$ cat src/rtl/gc_refresh_scheduler.sv
// Rotating copy-refresh sequencer for a ring of three GC-DRAM banks: retention timer,
// copy handshake toward the wrappers, active-bank pointer and user strobe steering.
module gc_refresh_scheduler #(
   parameter int NUM_BANKS  = 3,
   parameter int REF_PERIOD = 1024,
   parameter int SR_CYCLES  = 129,
   parameter int CNT_W      = 16
) (
   input  logic                 clk,
   input  logic                 rst,
   input  logic                 en,
   input  logic                 ref_force,
   input  logic                 u_we,
   input  logic                 u_re,
   input  logic [NUM_BANKS-1:0] ref_done_i,
   output logic [NUM_BANKS-1:0] u_we_bank,
   output logic [NUM_BANKS-1:0] u_re_bank,
   output logic [NUM_BANKS-1:0] ref_en_bank,
   output logic [NUM_BANKS-1:0] start_sr_bank,
   output logic [1:0]           active_bank,
   output logic [1:0]           rd_sel,
   output logic                 ref_busy,
   output logic                 ref_err,
   output logic [CNT_W-1:0]     ref_cnt
);

   localparam int TW = $clog2(REF_PERIOD + 1);
   localparam int CW = $clog2(SR_CYCLES + 1);

   typedef enum logic [1:0] {S_IDLE, S_START, S_COPY, S_SWITCH} state_t;

   function automatic logic [1:0] next_bank(input logic [1:0] b);
      return (b == 2'd2) ? 2'd0 : b + 2'd1;
   endfunction

   function automatic logic [NUM_BANKS-1:0] onehot(input logic [1:0] b);
      return {{(NUM_BANKS-1){1'b0}}, 1'b1} << b;
   endfunction

   state_t               state_q, state_d;
   logic [TW-1:0]        timer_q, timer_d;
   logic [CW-1:0]        copy_q, copy_d;
   logic [1:0]           active_q, active_d;
   logic [CNT_W-1:0]     cnt_q, cnt_d;
   logic                 err_q, err_d;
   logic [NUM_BANKS-1:0] ref_en_q, ref_en_d;
   logic [NUM_BANKS-1:0] sr_q, sr_d;
   logic                 busy_q, busy_d;
   logic [1:0]           rd_sel_q, rd_sel_d;

   always_comb begin
      state_d  = state_q;
      timer_d  = timer_q;
      copy_d   = copy_q;
      active_d = active_q;
      cnt_d    = cnt_q;
      err_d    = err_q;
      case (state_q)
         S_IDLE: begin
            // timer only advances while waiting, so a blocked refresh keeps its place
            if (en) begin
               if (timer_q == TW'(REF_PERIOD - 1) || ref_force) state_d = S_START;
               else timer_d = timer_q + 1'b1;
            end
         end
         S_START: begin
            state_d = S_COPY;
            copy_d  = '0;
         end
         S_COPY: begin
            if (copy_q == CW'(SR_CYCLES - 1)) state_d = S_SWITCH;
            else copy_d = copy_q + 1'b1;
         end
         S_SWITCH: begin
            state_d  = S_IDLE;
            active_d = next_bank(active_q);
            timer_d  = '0;
            cnt_d    = cnt_q + 1'b1;
            if (!ref_done_i[active_q]) err_d = 1'b1;
         end
         default: state_d = S_IDLE;
      endcase

      // outputs decoded from next state so they are flop-driven in the cycle they apply
      busy_d   = (state_d == S_START) || (state_d == S_COPY);
      ref_en_d = busy_d ? onehot(active_d) : '0;
      sr_d     = (state_d == S_START) ? onehot(active_d) : '0;
      rd_sel_d = busy_d ? next_bank(active_d) : active_d;
   end

   always_ff @(posedge clk or posedge rst) begin
      if (rst) begin
         state_q  <= S_IDLE;
         timer_q  <= '0;
         copy_q   <= '0;
         active_q <= 2'd0;
         cnt_q    <= '0;
         err_q    <= 1'b0;
         ref_en_q <= '0;
         sr_q     <= '0;
         busy_q   <= 1'b0;
         rd_sel_q <= 2'd0;
      end else begin
         state_q  <= state_d;
         timer_q  <= timer_d;
         copy_q   <= copy_d;
         active_q <= active_d;
         cnt_q    <= cnt_d;
         err_q    <= err_d;
         ref_en_q <= ref_en_d;
         sr_q     <= sr_d;
         busy_q   <= busy_d;
         rd_sel_q <= rd_sel_d;
      end
   end

   assign u_we_bank     = u_we ? onehot(active_q) : '0;
   assign u_re_bank     = u_re ? onehot(active_q) : '0;
   assign ref_en_bank   = ref_en_q;
   assign start_sr_bank = sr_q;
   assign active_bank   = active_q;
   assign rd_sel        = rd_sel_q;
   assign ref_busy      = busy_q;
   assign ref_err       = err_q;
   assign ref_cnt       = cnt_q;

endmodule

$ cat config.mk
export PLATFORM = sky130hd
export DESIGN_NAME = gc_refresh_scheduler
export DESIGN_NICKNAME = d
export VERILOG_FILES = /design/src/rtl/gc_refresh_scheduler.sv
export SDC_FILE = /design/constraint.sdc
export NUM_CORES = 1
export LEC_CHECK = 0
export CORE_ASPECT_RATIO = 1.25
export CORE_MARGIN = 2
export CORE_UTILIZATION = 56
export DETAILED_ROUTE_END_ITERATION = 6
export PLACE_DENSITY = 0.94
export SETUP_SLACK_MARGIN = 0.02
export SLEW_MARGIN = 25
export SYNTH_ARGS = -nofsm -noshare
export SYNTH_HDL_FRONTEND = slang
export SYNTH_SLANG_ARGS = --single-unit
$ cat constraint.sdc
create_clock -name clk -period 3.3 [get_ports clk]
set_input_delay 0.66 -clock clk [delete_from_list [all_inputs] [get_ports clk]]
set_output_delay 0.66 -clock clk [all_outputs]
set_load 0.03 [all_outputs]
==> run metrics <==
status finished, final reports clean; routed length per instance 15.1 um; crit-path max cell delay 0.67 ns; fin crit period 2.65 ns; min-delay worst type flip-flop to flip-flop; gpl congestion 0.836; most frequent cells in the layout dfrtp_1 (49), clkdlybuf4s50_1 (42), o21ai_0 (25); HP Start ref_err; Reg2Reg Launch Point copy_q[0]; initial core utilization 0.589; worst-margin pin slew 0.799 ns; core area 4160 sq um; Mapped Cells 232; Rows 26; Total Neg Setup Slack 0 ns; Die H 78.0 um; syn nets 251; DRT Pass-1 Iters 4; WS Path Type input pin to output port; Final nets 294; DRT Wirelength 5010 um; Max Slew Vio Count 0; Antenna Violating Nets Remaining 0; number of synthesized flops with an enable pin 0; leakage 1.37 nW; die area 4930 sq um; Final Setup Violations 0; vias per inst 5.85; CTS Buf Count 5; Final Power 1.08 mW; worst path required time 2.64 ns; RSZ-0062 raised after global routing false; clk_lat worst skew 0.31 ns; Seq/Total Area, Yosys 0.500; GRT Util Overall 0.223; final worst path period share 0.804; boundary pin count 43; clk_skew 0.00719 ns; yosys warns 0; most frequent CP cell clkdlybuf4s50_1; placed insts 324; #FFs+latches synth 49; Most used DFF post-synth dfrtp_1; Post-DP HPWL 3470 um; crit path capture type output port; syn_area_per_cell 10.6 sq um; Root Driver clkbuf_8; first-pass GRT wire length 8630 um; Min Hold Slack 0.468 ns; Max VDD drop 0.243 mV; final worst slack 0.646 ns; Worst setup startpoint u_re; Iteration-0 DRC Markers 134; Mapped Area 2450 sq um; Post-CTS Resized 0; share of layout cells above drive strength 1 0.0580; WP data arrival 1.99 ns; antenna violations before repair 0; H-tree depth 2; Final Hold Viols 0; slowest stage cell, crit path clkdlybuf4s50_1; number of post-CTS setup repair buffers 0; WP buf/inv 2; grt total ovfl 0; fmax 377 MHz; # hold bufs at CTS 0; routed vias 1942; DP Worst Slack 0.645 ns; CP delay by family, top buffers and inverters; DRC viols 0; Critical Path Source Type input pin; Die Wd 63.2 um; Max-Cap Viols 0; Cell Count, Final, Fillers Out 332; R2R Setup Slk 0.89 ns; # port buffers 42; leading cell type in the layout, fill and taps excluded dfrtp_1; Max-slew headroom 0.467; area grow syn2layout 23.8%; vias in the first global route 1964; antenna cells 0; cells along the critical path clkdlybuf4s50_1, and3b_1, clkdlybuf4s50_1; area post-placement 2920 sq um; CTS tree built; Sink Count 49; Yosys cell types 45; largest net degree at the start of global routing 50; fin util 0.729; post-route cell area 3040 sq um; Post-synth ARST share 1.00; Pwr Density 356 nW/um^2; CTS max path bufs 2; CTS clock-pin slew for the worst setup and hold paths 0.09 ns; CP Max Fanout 3
-- worst paths after layout --
check                                to  cells past startpoint
setup / recovery           u_re_bank[2]                      3
hold / removal                  ref_err                      1
setup reg to reg              rd_sel[1]                      9
hold reg to reg                 ref_err                      1
max in group asynchronous     rd_sel[1]                      2
min in group asynchronous    ref_cnt[7]                      2
-- report_power, final --
| group | internal (mW) | total [mW] | switching, mW |
|---|---|---|---|
| combinational | 0.0134 | 0.0333 | 0.0199 |
| sequential | 0.600 | 0.602 | 0.00186 |
| clock | 0.246 | 0.446 | 0.200 |
| total | 0.860 | 1.08 | 0.221 |
-- synth_stat cells (4+ instances only) --
library cell	number	share of area
xnor2_1	12	0.043
and3_1	12	0.031
nand4_1	9	0.023
nor3_1	5	0.010
nand3_1	7	0.014
mux2i_1	4	0.016
nand2_1	12	0.018
dfrtp_1	49	0.50
o21ai_0	25	0.051
a31oi_1	6	0.015
xor2_1	4	0.014
and2_1	4	0.010
nor2_1	10	0.015
buf_2	4	0.0082
a21o_1	4	0.012
and4_1	6	0.021
a21oi_1	4	0.0082
ha_1	10	0.051
inv_1	12	0.018
-- kinds of logic after synthesis --
| logic type | Yosys count | synth area share |
|---|---|---|
| XOR/XNOR | 16 | 0.0571 |
| flip-flops | 49 | 0.500 |
| AND/OR/NAND/NOR | 77 | 0.188 |
| buffers and inverters | 20 | 0.0342 |
| AO/OA/AOI/OAI | 54 | 0.144 |
| multiplexers | 6 | 0.0255 |
| adder cells (fa/ha/maj) | 10 | 0.0510 |
-- per-layer routing --
metal | part of all wire | vias to the layer above | global-route usage | wire length (um)
met3 | 0.037 | 11 | 0.0420 | 183
met5 | 0 | - | 0 | 0
met4 | 0.021 | 0 | 0.107 | 106
met2 | 0.54 | 53 | 0.396 | 2690
met1 | 0.41 | 953 | 0.256 | 2030
li1 | - | 925 | - | -
-- area by class of cell --
cell class                 count  area, sq um
sequential                    49         1230
multi-input combinational    163         1140
fill                         327         1130
timing repair buffer          43          428
clock buffer                   6         82.6
tap                           56         70.1
inverter                      13         50.0
clock inverter                 2         37.5
-- state kept, by name, summed over array words and instances, names as in the netlist --
name           cells
ref_busy           1
ref_en_bank        3
ref_cnt           16
active_bank        2
start_sr_bank      3
ref_err            1
copy_q             8
state_q            2
rd_sel             2
timer_q           11
Note: power is estimated with default switching activity, not from simulation.
